`config.mk`:
```
export PLATFORM = sky130hd
export DESIGN_NAME = pipeline_ctrl
export DESIGN_NICKNAME = d
export VERILOG_FILES = /design/src/rtl/pipeline_ctrl_pkg.sv /design/src/rtl/pipeline_ctrl_sat_counter.sv /design/src/rtl/pipeline_ctrl.sv
export SDC_FILE = /design/constraint.sdc
export NUM_CORES = 1
export LEC_CHECK = 0
export ABC_AREA = 1
export ABC_CLOCK_PERIOD_IN_PS = 2800
export BUFFER_PORTS_ARGS = -buffer_cell sky130_fd_sc_hd__buf_2
export CAP_MARGIN = 25
export CELL_PAD_IN_SITES_DETAIL_PLACEMENT = 0
export CELL_PAD_IN_SITES_GLOBAL_PLACEMENT = 1
export CORE_MARGIN = 1.5
export CORE_UTILIZATION = 30
export CTS_BUF_LIST = sky130_fd_sc_hd__clkbuf_4 sky130_fd_sc_hd__clkbuf_8 sky130_fd_sc_hd__clkbuf_16
export CTS_CLUSTER_SIZE = 10
export DETAILED_ROUTE_END_ITERATION = 10
export HOLD_SLACK_MARGIN = 0.15
export PLACE_DENSITY = 0.71
export RECOVER_POWER = 25
export SKIP_LAST_GASP = 1
export SLEW_MARGIN = 20
export SYNTH_ARGS = -nofsm -noshare
export SYNTH_HDL_FRONTEND = slang
export SYNTH_SLANG_ARGS = --single-unit
```
`constraint.sdc`:
```
create_clock -name clk -period 2.8 [get_ports clk]
set_input_delay 0.42 -clock clk [delete_from_list [all_inputs] [get_ports clk]]
set_output_delay 0.42 -clock clk [all_outputs]
set_load 0.03 [all_outputs]
```
`src/rtl/pipeline_ctrl_pkg.sv`:
```
// Shared types and default sizing for the pipeline stall/flush sequencer.
package pipeline_ctrl_pkg;

    // Memory-access tracking states.
    typedef enum logic [1:0] {
        RUN      = 2'd0,
        MEM_WAIT = 2'd1,
        ERROR    = 2'd2
    } state_e;

    // Default maximum MEM_WAIT cycles before a hung access is trapped.
    localparam int WAIT_MAX_DEF = 15;
    // Default width of each performance counter.
    localparam int CNT_W_DEF    = 16;

endpackage

```
`src/rtl/pipeline_ctrl_sat_counter.sv`:
```
// Saturating up-counter used for the performance event counters.
module sat_counter #(
    parameter int W = 16
) (
    input  logic         clk,
    input  logic         rst,
    input  logic         inc,
    output logic [W-1:0] q
);

    logic [W-1:0] cnt_d;
    logic [W-1:0] cnt_q;

    // Next count: step by one on an event, sticking at all-ones.
    always_comb begin
        cnt_d = cnt_q;
        if (inc && (cnt_q != {W{1'b1}})) begin
            cnt_d = cnt_q + {{(W-1){1'b0}}, 1'b1};
        end
    end

    // Count register, cleared asynchronously by the active-low reset.
    always_ff @(posedge clk or negedge rst) begin
        if (!rst) begin
            cnt_q <= '0;
        end else begin
            cnt_q <= cnt_d;
        end
    end

    assign q = cnt_q;

endmodule

```
`src/rtl/pipeline_ctrl.sv`:
```
// Stall/flush sequencer: resolves load-use, taken-branch and slow-memory
// hazards, traps hung memory accesses and counts hazard events.
module pipeline_ctrl
    import pipeline_ctrl_pkg::*;
#(
    parameter int WAIT_MAX = WAIT_MAX_DEF,
    parameter int CNT_W    = CNT_W_DEF
) (
    input  logic             clk,
    input  logic             rst,
    input  logic [4:0]       Rs1_D,
    input  logic [4:0]       Rs2_D,
    input  logic [4:0]       RD_E,
    input  logic             ResultSrcE0,
    input  logic             PCSrcE,
    input  logic             MemReqM,
    input  logic             MemReadyM,
    output logic             StallF,
    output logic             StallD,
    output logic             StallE,
    output logic             StallM,
    output logic             FlushD,
    output logic             FlushE,
    output logic             FlushW,
    output logic             MemTimeout,
    output logic [CNT_W-1:0] LoadUseCnt,
    output logic [CNT_W-1:0] MemWaitCnt,
    output logic [CNT_W-1:0] FlushCnt
);

    localparam int WC_W = $clog2(WAIT_MAX + 1);

    state_e          state_d;
    state_e          state_q;
    logic [WC_W-1:0] wait_cnt_d;
    logic [WC_W-1:0] wait_cnt_q;

    logic mem_stall;
    logic lu_hit;
    logic act_mem;
    logic act_br;
    logic act_lu;

    // Raw hazard detection; ERROR keeps the whole front end frozen.
    always_comb begin
        mem_stall = (state_q == ERROR) | (MemReqM & ~MemReadyM);
        lu_hit    = ResultSrcE0 & (RD_E != 5'd0) &
                    ((RD_E == Rs1_D) | (RD_E == Rs2_D));
    end

    // Prioritised stall/flush decode; everything is held low during reset.
    always_comb begin
        act_mem = 1'b0;
        act_br  = 1'b0;
        act_lu  = 1'b0;
        StallF  = 1'b0;
        StallD  = 1'b0;
        StallE  = 1'b0;
        StallM  = 1'b0;
        FlushD  = 1'b0;
        FlushE  = 1'b0;
        FlushW  = 1'b0;
        if (rst) begin
            if (mem_stall) begin
                // Execute is frozen, so branch and load-use are irrelevant.
                act_mem = 1'b1;
                StallF  = 1'b1;
                StallD  = 1'b1;
                StallE  = 1'b1;
                StallM  = 1'b1;
                FlushW  = 1'b1;
            end else if (PCSrcE) begin
                // The Decode instruction is discarded, so no load-use stall.
                act_br  = 1'b1;
                FlushD  = 1'b1;
                FlushE  = 1'b1;
            end else if (lu_hit) begin
                act_lu  = 1'b1;
                StallF  = 1'b1;
                StallD  = 1'b1;
                FlushE  = 1'b1;
            end
        end
    end

    // Memory-wait FSM next state and timeout counter.
    always_comb begin
        state_d    = state_q;
        wait_cnt_d = wait_cnt_q;
        case (state_q)
            RUN: begin
                if (MemReqM && !MemReadyM) begin
                    state_d    = MEM_WAIT;
                    wait_cnt_d = WC_W'(1);
                end
            end
            MEM_WAIT: begin
                if (MemReadyM) begin
                    state_d    = RUN;
                    wait_cnt_d = '0;
                end else if (wait_cnt_q == WC_W'(WAIT_MAX)) begin
                    state_d    = ERROR;
                end else begin
                    wait_cnt_d = wait_cnt_q + WC_W'(1);
                end
            end
            ERROR: begin
                state_d = ERROR;
            end
            default: begin
                state_d    = RUN;
                wait_cnt_d = '0;
            end
        endcase
    end

    // FSM state and wait counter registers.
    always_ff @(posedge clk or negedge rst) begin
        if (!rst) begin
            state_q    <= RUN;
            wait_cnt_q <= '0;
        end else begin
            state_q    <= state_d;
            wait_cnt_q <= wait_cnt_d;
        end
    end

    // Sticky timeout flag: only reset leaves ERROR.
    assign MemTimeout = (state_q == ERROR);

    sat_counter #(.W(CNT_W)) u_lu_cnt (
        .clk (clk),
        .rst (rst),
        .inc (act_lu),
        .q   (LoadUseCnt)
    );

    sat_counter #(.W(CNT_W)) u_mw_cnt (
        .clk (clk),
        .rst (rst),
        .inc (act_mem),
        .q   (MemWaitCnt)
    );

    sat_counter #(.W(CNT_W)) u_fl_cnt (
        .clk (clk),
        .rst (rst),
        .inc (act_br),
        .q   (FlushCnt)
    );

endmodule
```
=== After elaboration in Yosys (flattened, before gate mapping) ===
Index checks and enable logic that the tools add are counted.

* Word-level logic and storage cells: 58
* Bits in registers: 54
* Output and inout bits: 56
* Input port bits: 21

* Reduce and logical (&&, ||, !) cells: 9
* Mux-type cells: 22
* Bitwise operators: 7
* $add $sub $neg: 4
* Eq/ne operators: 11

{| class="wikitable"
|+ Operators with widths
! cell !! number
|-
| $add A16 B1 Y16 const B || 3
|-
| $ne A16 B16 Y1 const B || 3
|-
| $mux W1 || 14
|-
| $mux W4 || 3
|-
| $pmux W4 S3 || 1
|-
| $eq A5 B5 Y1 || 2
|-
| $mux W2 || 3
|-
| $ne A3 B3 Y1 const B || 2
|-
| $pmux W2 S3 || 1
|-
| $reduce_bool A5 Y1 || 1
|-
| $add A4 B1 Y4 const B || 1
|-
| $eq A4 B4 Y1 const B || 1
|-
| $logic_and A1 B1 Y1 || 4
|-
| $and A1 B1 Y1 || 3
|-
| $reduce_and A3 Y1 || 1
|-
| $eq A2 B1 Y1 const B || 1
|-
| $eq A2 B2 Y1 const B || 1
|-
| $logic_not A2 Y1 || 1
|-
| $ne A2 B2 Y1 const B || 1
|-
| $not A1 Y1 || 2
|-
| $or A1 B1 Y1 || 2
|-
| $reduce_and A2 Y1 || 1
|-
| $logic_not A1 Y1 || 1
|}

=== Longest topological paths before layout ===
Gate-level depths: netlist (run 1).

* Depth after elaboration: 8
* Depth in mapped cells: 11
* Depth with buffers taken out: 11

=== Hierarchy ===
From an unflattened synthesis (run 1), not the netlist that was laid out.

* Cells, all modules: 553
* Area total of the unflattened synthesis: 3767.4 sq um

{| class="wikitable"
|+ By module, submodules not included
! module !! sequential area each (sq um) !! instances !! area an instance (sq um) !! cells an instance
|-
| sat_counter (u_lu_cnt ...) || 400.4 || 2 || 1058.5 || 149
|-
| sat_counter (u_fl_cnt) || 400.4 || 1 || 1031.0 || 147
|-
| pipeline_ctrl || 150.1 || 1 || 619.3 || 108
|}

=== Worst setup path before layout (run 1) ===
Ideal clock, no wire load.

* Kind: input -> output
* Start point: input port RD_E[2]
* End point: output port StallF
* Path slack: 667 ps
* Required time: 2380 ps
* Stages: 9
* Buffers on the path: 1
* Data arrival time: 1713 ps
* Path through: inv_1 -> nand2_1 -> nand2_1 -> nor2_1 -> nand3_1 -> nand2_2 -> nand3_1 -> a21oi_1 -> buf_4

* Cells in the longest elaborated chain, start to end: 7
* Elaborated cells between the ends (all ways): 10
* Classes of those cells: eq/ne: 2; mux: 4; bitwise: 3; reduce/logical: 1

{| class="wikitable"
|+ Ends and longest elaborated chain
! item !! RTL line !! text
|-
| start: declaration || pipeline_ctrl.sv:13 || <nowiki>input logic [4:0] RD_E,</nowiki>
|-
| $eq A5 B5 Y1 / $reduce_bool A5 Y1 (equally long branches) || pipeline_ctrl.sv:48, pipeline_ctrl.sv:47 ||
|-
| $or A1 B1 Y1 / $and A1 B1 Y1 (equally long branches) || pipeline_ctrl.sv:48, pipeline_ctrl.sv:47 ||
|-
| $and A1 B1 Y1 (*) || pipeline_ctrl.sv:47 || <nowiki>lu_hit = ResultSrcE0 & (RD_E != 5'd0) &</nowiki>
|-
| $mux W1 (*) (4 in series) || - ||
|-
| end: declaration || pipeline_ctrl.sv:18 || <nowiki>output logic StallF,</nowiki>
|}

Mark *: on every way between the ends. The rest lies on a longest branch, timed or not.

=== Final worst setup path (run 1) ===
* Start point: register state_q[1]
* End point: output port FlushE

* Cells in the longest elaborated chain, start to end: 4

{| class="wikitable"
|+ Ends and longest elaborated chain
! item !! RTL line !! text
|-
| start: declaration || pipeline_ctrl.sv:34 || <nowiki>state_e state_q;</nowiki>
|-
| start signal: assignment || pipeline_ctrl.sv:123 || <nowiki>state_q <= state_d;</nowiki>
|-
| $eq A2 B2 Y1 || pipeline_ctrl.sv:46 || <nowiki>mem_stall = (state_q == ERROR) | (MemReqM & ~MemReadyM);</nowiki>
|-
| $or A1 B1 Y1 || pipeline_ctrl.sv:46 ||
|-
| $mux W1 || pipeline_ctrl.sv:64 || <nowiki>if (mem_stall) begin</nowiki>
|-
| $mux W1 || pipeline_ctrl.sv:63 || <nowiki>if (rst) begin</nowiki>
|-
| end: declaration || pipeline_ctrl.sv:23 || <nowiki>output logic FlushE,</nowiki>
|}

No other way between the ends.

==> qor.yml, run 1 <==
status: "finished clean"
worstMarginPinSlew_ns: 1.383
critPathArrivalTime_ns: 1.58
synth_seq_area_share_pct: 42.12
reg2reg_depth: 10
vias: 2745
syn-cell-area_mm2: 0.003208
rsz0062_at_grt: "false"
r2r_slack_ns: 0.94
numCtsBuffers: 5
power_leakage_uw: 0.002153
cts.sinks: 54
post_cts_buffers: 0
final_util_pct: 37.20
portBuffers: 76
routabilityCongestion: 0.7639
grt_antenna_before_repair: 0
final_common_cell: "nand2_1"
wl_mm: 7.140
cts_resized: 0
peakVddDrop_uv: 499.9
setup_viol: 0
ys_types: 30
drt-wirelength-per-cell_um: 11.48
via_per_inst: 4.413
r2r_start: "u_lu_cnt.q[1]$_DFFE_PN0P_"
slowest_stage: "dfrtp_1"
crit_fanout: 5
antenna_left: 0
final_hold_viol_count: 0
grt_pass1_wl_mm: 12.43
path_clk_slew_ns: 0.09
cp.required_ns: 2.38
cp_common_cell: "nand2_2"
critical_path_class: "register to output port"
layout_common_cells: "nand2_1, buf_2, inv_1, dfrtp_1, nand3_1"
slew-limit-headroom_pct: 7.812
powerDensity_mw_per_mm2: 516.1
clk_latency_ns: 0.31
coreArea_mm2: 0.01037
maxCapViolCount: 0
grt_pass1_vias: 2676
synth-seq-cells: 54
io_pins: 77
drtIter0Drc: 96
worstPathCellList: "nand2_2 > nand2_2 > inv_4 > nand2_4 > inv_2 > nand3_2 > o21ai_0 > buf_2"
fmax_ghz: 0.5011
min_path_type: "input pin to register"
syn_nets: 431
drc_errors: 0
worst_hold_startpoint: "MemReadyM"
cts_hold_buf: 0
fin_tns_setup_ns: 0
die_w_um: 106.4
skew_ns: 0.01452
htreeDepth: 2
drv_slew: 0
cp-startpoint: "state_q[1]$_DFFE_PN0P_"
syn_area_per_cell_um2: 7.902
end_kind: "output port"
grt_usage_pct: 13.39
diodes: 0
synthCells: 406
clock_path_buffers: 2
r2r-end: "u_lu_cnt.q[8]$_DFFE_PN0P_"
cts_root_buf: "clkbuf_8"
area_growth_pct: 20.24
overflow: 0
async_reset_ff_share_pct: 100.0
slowest_delay_ns: 0.41
nNetsFinal: 510
synth_top_flop_cell: "dfrtp_1"
fp.dieH_um: 106.4
critPathCapture: "FlushE"
yosysWarnings: 0
synth_edf_count: 0
cts_tree: "built"
dp_hpwl_mm: 5.364
fillers: 1145
dr.pass1.iters: 4
die-area_mm2: 0.01132
period_share_pct: 71.27
initial_utilization_pct: 30.94
finalCriticalPeriod_ns: 1.996
final_layout_size_suffix_gt1_share_pct: 23.46
rows: 37
grt_start_max_net_pins: 55
start_kind: "register"
==> cells in the mapped netlist, drive strengths merged (3+ instances only) <==
| master | n | area (um2) |
|---|---|---|
| a21oi | 3 | 15.01 |
| nand2 | 101 | 419.2 |
| xor2 | 21 | 183.9 |
| buf | 6 | 50.04 |
| nor3 | 10 | 50.05 |
| ha | 4 | 50.05 |
| dfrtp | 54 | 1351 |
| o21bai | 16 | 120.1 |
| nand4 | 6 | 52.55 |
| xnor2 | 14 | 122.6 |
| nor2 | 42 | 204.0 |
| inv | 75 | 284.0 |
| nand3b | 4 | 30.03 |
| o21ai | 4 | 20.02 |
| nand3 | 43 | 237.7 |
==> cell families after synthesis <==
group,after synthesis,share of synthesized area [%]
AND/OR/NAND/NOR,206,30.97
buffers and inverters,82,10.57
flip-flops,54,42.12
XOR/XNOR,35,9.556
AO/OA/AOI/OAI,25,5.226
adder cells (fa/ha/maj),4,1.560
==> per-stage QoR <==
stage | cells | instance area, um2 | power [uW] | setup WS, ns | hold WS, ns
floorplan | 406 | 3208 | 1238 | 0.6670 | 0.1244
global placement | 614 | 3724 | 1384 | 0.9035 | 0.4829
detailed placement | 614 | 3724 | 1388 | 0.8631 | 0.4899
CTS | 622 | 3861 | 2027 | 0.7874 | 0.3783
global route | 622 | 3857 | 2109 | 0.6748 | 0.4727
finish | 622 | 3857 | 1991 | 0.8043 | 0.4470
==> report_power, final <==
group / switching, uW / total [uW] / internal [uW]
Clock: 269 / 627 / 358
Sequential: 85.9 / 940 / 854
Combinational: 287 / 424 / 137
Total: 641 / 1990 / 1350
==> worst min path at each step <==
stage / cells after the start / to / slack (ns)
2_1_floorplan: 0 / state_q[0]$_DFFE_PN0P_ / 0.12
3_5_place_dp: 1 / u_fl_cnt.q[15]$_DFFE_PN0P_ / 0.49
4_1_cts: 2 / u_mw_cnt.q[12]$_DFFE_PN0P_ / 0.38
6_report: 4 / state_q[1]$_DFFE_PN0P_ / 0.45
5_1_grt: 4 / state_q[1]$_DFFE_PN0P_ / 0.47
3_3_place_gp: 1 / u_fl_cnt.q[15]$_DFFE_PN0P_ / 0.48
==> sequential cells by signal (all words and copies together) (netlist names) <==
name	flops
state_q	2
u_lu_cnt.q	16
u_fl_cnt.q	16
wait_cnt_q	4
u_mw_cnt.q	16
==> cell type report <==
| cell class | count | area [um2] | share of cell area (%) |
|---|---|---|---|
| timing repair buffer | 78 | 391.6 | 10.15 |
| multi-input combinational | 270 | 1518 | 39.34 |
| clock buffer | 5 | 68.82 | 1.784 |
| inverter | 76 | 289.0 | 7.493 |
| tap | 136 | 170.2 | 4.411 |
| clock inverter | 3 | 68.82 | 1.784 |
| sequential | 54 | 1351 | 35.03 |
==> critical path, delay by kind of cell (launching register included) <==
| kind | cells | cell delay, ns |
|---|---|---|
| compound gates | 1 | 0.08 |
| flops | 1 | 0.41 |
| buf+inv | 3 | 0.41 |
| simple gates | 4 | 0.38 |
==> metal layers <==
layer	track usage [%]	vias to the layer above	share of wire [%]
met5	0	-	0
met3	2.759	7	4.4
met4	2.952	0	0.99
li1	-	1409	-
met1	17.45	1272	47
met2	22.81	57	48
Power figures use the tool's default switching activity.
==> run 2, diff against run 1 <==
--- a/config.mk
+++ b/config.mk
@@ -6,7 +6,7 @@
 export NUM_CORES = 1
 export LEC_CHECK = 0
 export ABC_AREA = 1
-export ABC_CLOCK_PERIOD_IN_PS = 2800
+export ABC_CLOCK_PERIOD_IN_PS = 1920
 export BUFFER_PORTS_ARGS = -buffer_cell sky130_fd_sc_hd__buf_2
 export CAP_MARGIN = 25
 export CELL_PAD_IN_SITES_DETAIL_PLACEMENT = 0
==> constraint.sdc (replaced) <==
create_clock -name clk -period 1.92 [get_ports clk]
set_input_delay 0.288 -clock clk [delete_from_list [all_inputs] [get_ports clk]]
set_output_delay 0.288 -clock clk [all_outputs]
set_load 0.03 [all_outputs]
==> qor.yml, run 2 (same netlist as run 1, synthesis figures left out) <==
fin_tns_setup_ns: 0  # unchanged
grt_pass1_vias: 2814  # +5.2%
coreArea_mm2: 0.01037  # unchanged
rows: 37  # unchanged
numCtsBuffers: 5  # unchanged
area_growth_pct: 20.75
finalCriticalPeriod_ns: 1.833
path_clk_slew_ns: 0.09  # about the same
p_int_uw: 1707  # +27%
maxCapViolCount: 0  # unchanged
powerDensity_mw_per_mm2: 682.6  # +32%
final_common_cell: "nand2_1"
cts.sinks: 54  # unchanged
die-area_mm2: 0.01132  # unchanged
cts_root_buf: "clkbuf_8"
grt_usage_pct: 13.61  # +0.23 points
clk_latency_ns: 0.31  # about the same
final_area_mm2: 0.003874  # +0.42%
cp.required_ns: 1.63  # -0.75 ns
routabilityCongestion: 0.7523  # -1.5%
overflow: 0  # unchanged
worstMarginPinSlew_ns: 0.8323  # -0.5506 ns
setup_viol: 0  # unchanged
seqPwrFrac_pct: 52.0  # +4.8 points
end_kind: "output port"
io_pins: 77  # unchanged
power.switching_uw: 936.9  # +46%
via_per_inst: 4.349  # -1.4%
status: "finished clean"
critical_path_class: "register to output port"
htreeDepth: 2  # unchanged
power_leakage_uw: 0.002169  # +0.73%
grt_start_max_net_pins: 33  # -40%
grt_antenna_before_repair: 0  # unchanged
peakVddDrop_uv: 647.8  # +30%
portBuffers: 76  # unchanged
clock_path_buffers: 2  # unchanged
dp_hpwl_mm: 5.675  # +5.8%
skew_ns: 0.01075  # -0.003768 ns
initial_utilization_pct: 30.94  # unchanged
min_path_type: "input pin to register"
diodes: 0  # unchanged
fmax_ghz: 0.5456
final_hold_viol_count: 0  # unchanged
crit_fanout: 5  # unchanged
placed_area_mm2: 0.003746  # +0.60%
drc_errors: 0  # unchanged
cts_tree: "built"
grt_pass1_wl_mm: 12.61  # +1.4%
critPathArrivalTime_ns: 1.54  # -0.04 ns
drt-wirelength-per-cell_um: 11.60  # +1.0%
vias: 2740  # -0.18%
wl_mm: 7.305  # +2.3%
drv_slew: 0  # unchanged
dr.pass1.iters: 4  # unchanged
switching_share_pct: 35.43  # +3.2 points
period_share_pct: 95.46
pwr-share-comb_pct: 23.8  # +2.5 points
die_w_um: 106.4  # unchanged
pwr-share-clk_pct: 24.2  # -7.3 points
start_kind: "register"
nNetsFinal: 518  # +1.6%
final_layout_size_suffix_gt1_share_pct: 24.70  # +1.2 points
rsz0062_at_grt: "true"
antenna_left: 0  # unchanged
fp.dieH_um: 106.4  # unchanged
layout_common_cells: "nand2_1, buf_2, inv_1, dfrtp_1, nand3_1"
slew-limit-headroom_pct: 44.52  # +37 points
drtIter0Drc: 64  # -33%
## run 2: cell count changes in the layout (fill, tap and decap cells not counted), sizes merged
cell         before  now
bufinv            2    0
buf              76   83
dlygate4sd3       0    1
clkinvlp          0    1
clkinv            2    3
## run 2: final timing paths
path                                         endpoint  slack (ns)                  startpoint  cells past startpoint
max                                            FlushE        0.09      state_q[1]$_DFFE_PN0P_                      8
min                            state_q[1]$_DFFE_PN0P_        0.33                   MemReadyM                      4
max reg2reg                 u_lu_cnt.q[4]$_DFFE_PN0P_        0.14   u_lu_cnt.q[0]$_DFFE_PN0P_                     10
min reg2reg                u_fl_cnt.q[15]$_DFFE_PN0P_        0.50  u_fl_cnt.q[15]$_DFFE_PN0P_                      1
max in group asynchronous   u_lu_cnt.q[5]$_DFFE_PN0P_        0.46                         rst                      3
min in group asynchronous   u_fl_cnt.q[6]$_DFFE_PN0P_        0.83                         rst                      3
## run 2: power by group through the flow
stage	Clock (uW)	Sequential, uW	Combinational (uW)
finish	640	1380	629
global route	733	1400	696
CTS	685	1370	639
detailed placement	0	1390	636
global placement	0	1390	628
floorplan	0	1560	242
## run 2: cell type report
type                            count  area, um2
Clock inverter                      3      21.27
Inverter                           76      289.0
Sequential cell                    54       1351
Fill cell                        1134       6496
Tap cell                          136      170.2
Timing Repair Buffer               86      455.4
Clock buffer                        5      68.82
Multi-Input combinational cell    270       1518
## run 2: layer usage
layer	part of all wire (%)	GRT usage (%)	vias to the layer above
li1	-	-	1424
met1	47	16.59	1261
met2	47	24.10	50
met3	5.0	3.311	5
met4	0.59	3.238	0
met5	0	0	-
## run 2: stage by stage
| stage | cells | power (uW) | utilization (%) | hold slack, ns | setup slack (ns) |
|---|---|---|---|---|---|
| floorplan | 406 | 1806 | - | -0.007591 | 0.05104 |
| global placement | 617 | 2021 | 36.12 | 0.4045 | 0.2027 |
| detailed placement | 617 | 2029 | 36.12 | 0.4106 | 0.1388 |
| CTS | 626 | 2697 | 37.09 | 0.3067 | 0.02788 |
| global route | 630 | 2824 | 37.36 | 0.3399 | -0.03454 |
| finish | 630 | 2644 | 37.36 | 0.3278 | 0.08722 |
## run 2: what timing repair did
| item | in CTS | in global routing |
|---|---|---|
| buffers inserted | 0 | 4 |
| resized for setup | 0 | 2 |
| endpoints found under the setup margin | 0 | 5 |
| endpoints found under the hold margin | 54 | 0 |
| hold buffers | 1 | 0 |
## run 2: worst max-delay path, cell delays in order, from the launching register on
cell and delay [ns]:
dfrtp_1 0.41, nand2_2 0.13, nand2_2 0.08, inv_4 0.09, nand2_4 0.07, inv_2 0.09
nand3_2 0.11, o21ai_0 0.09, buf_4 0.18
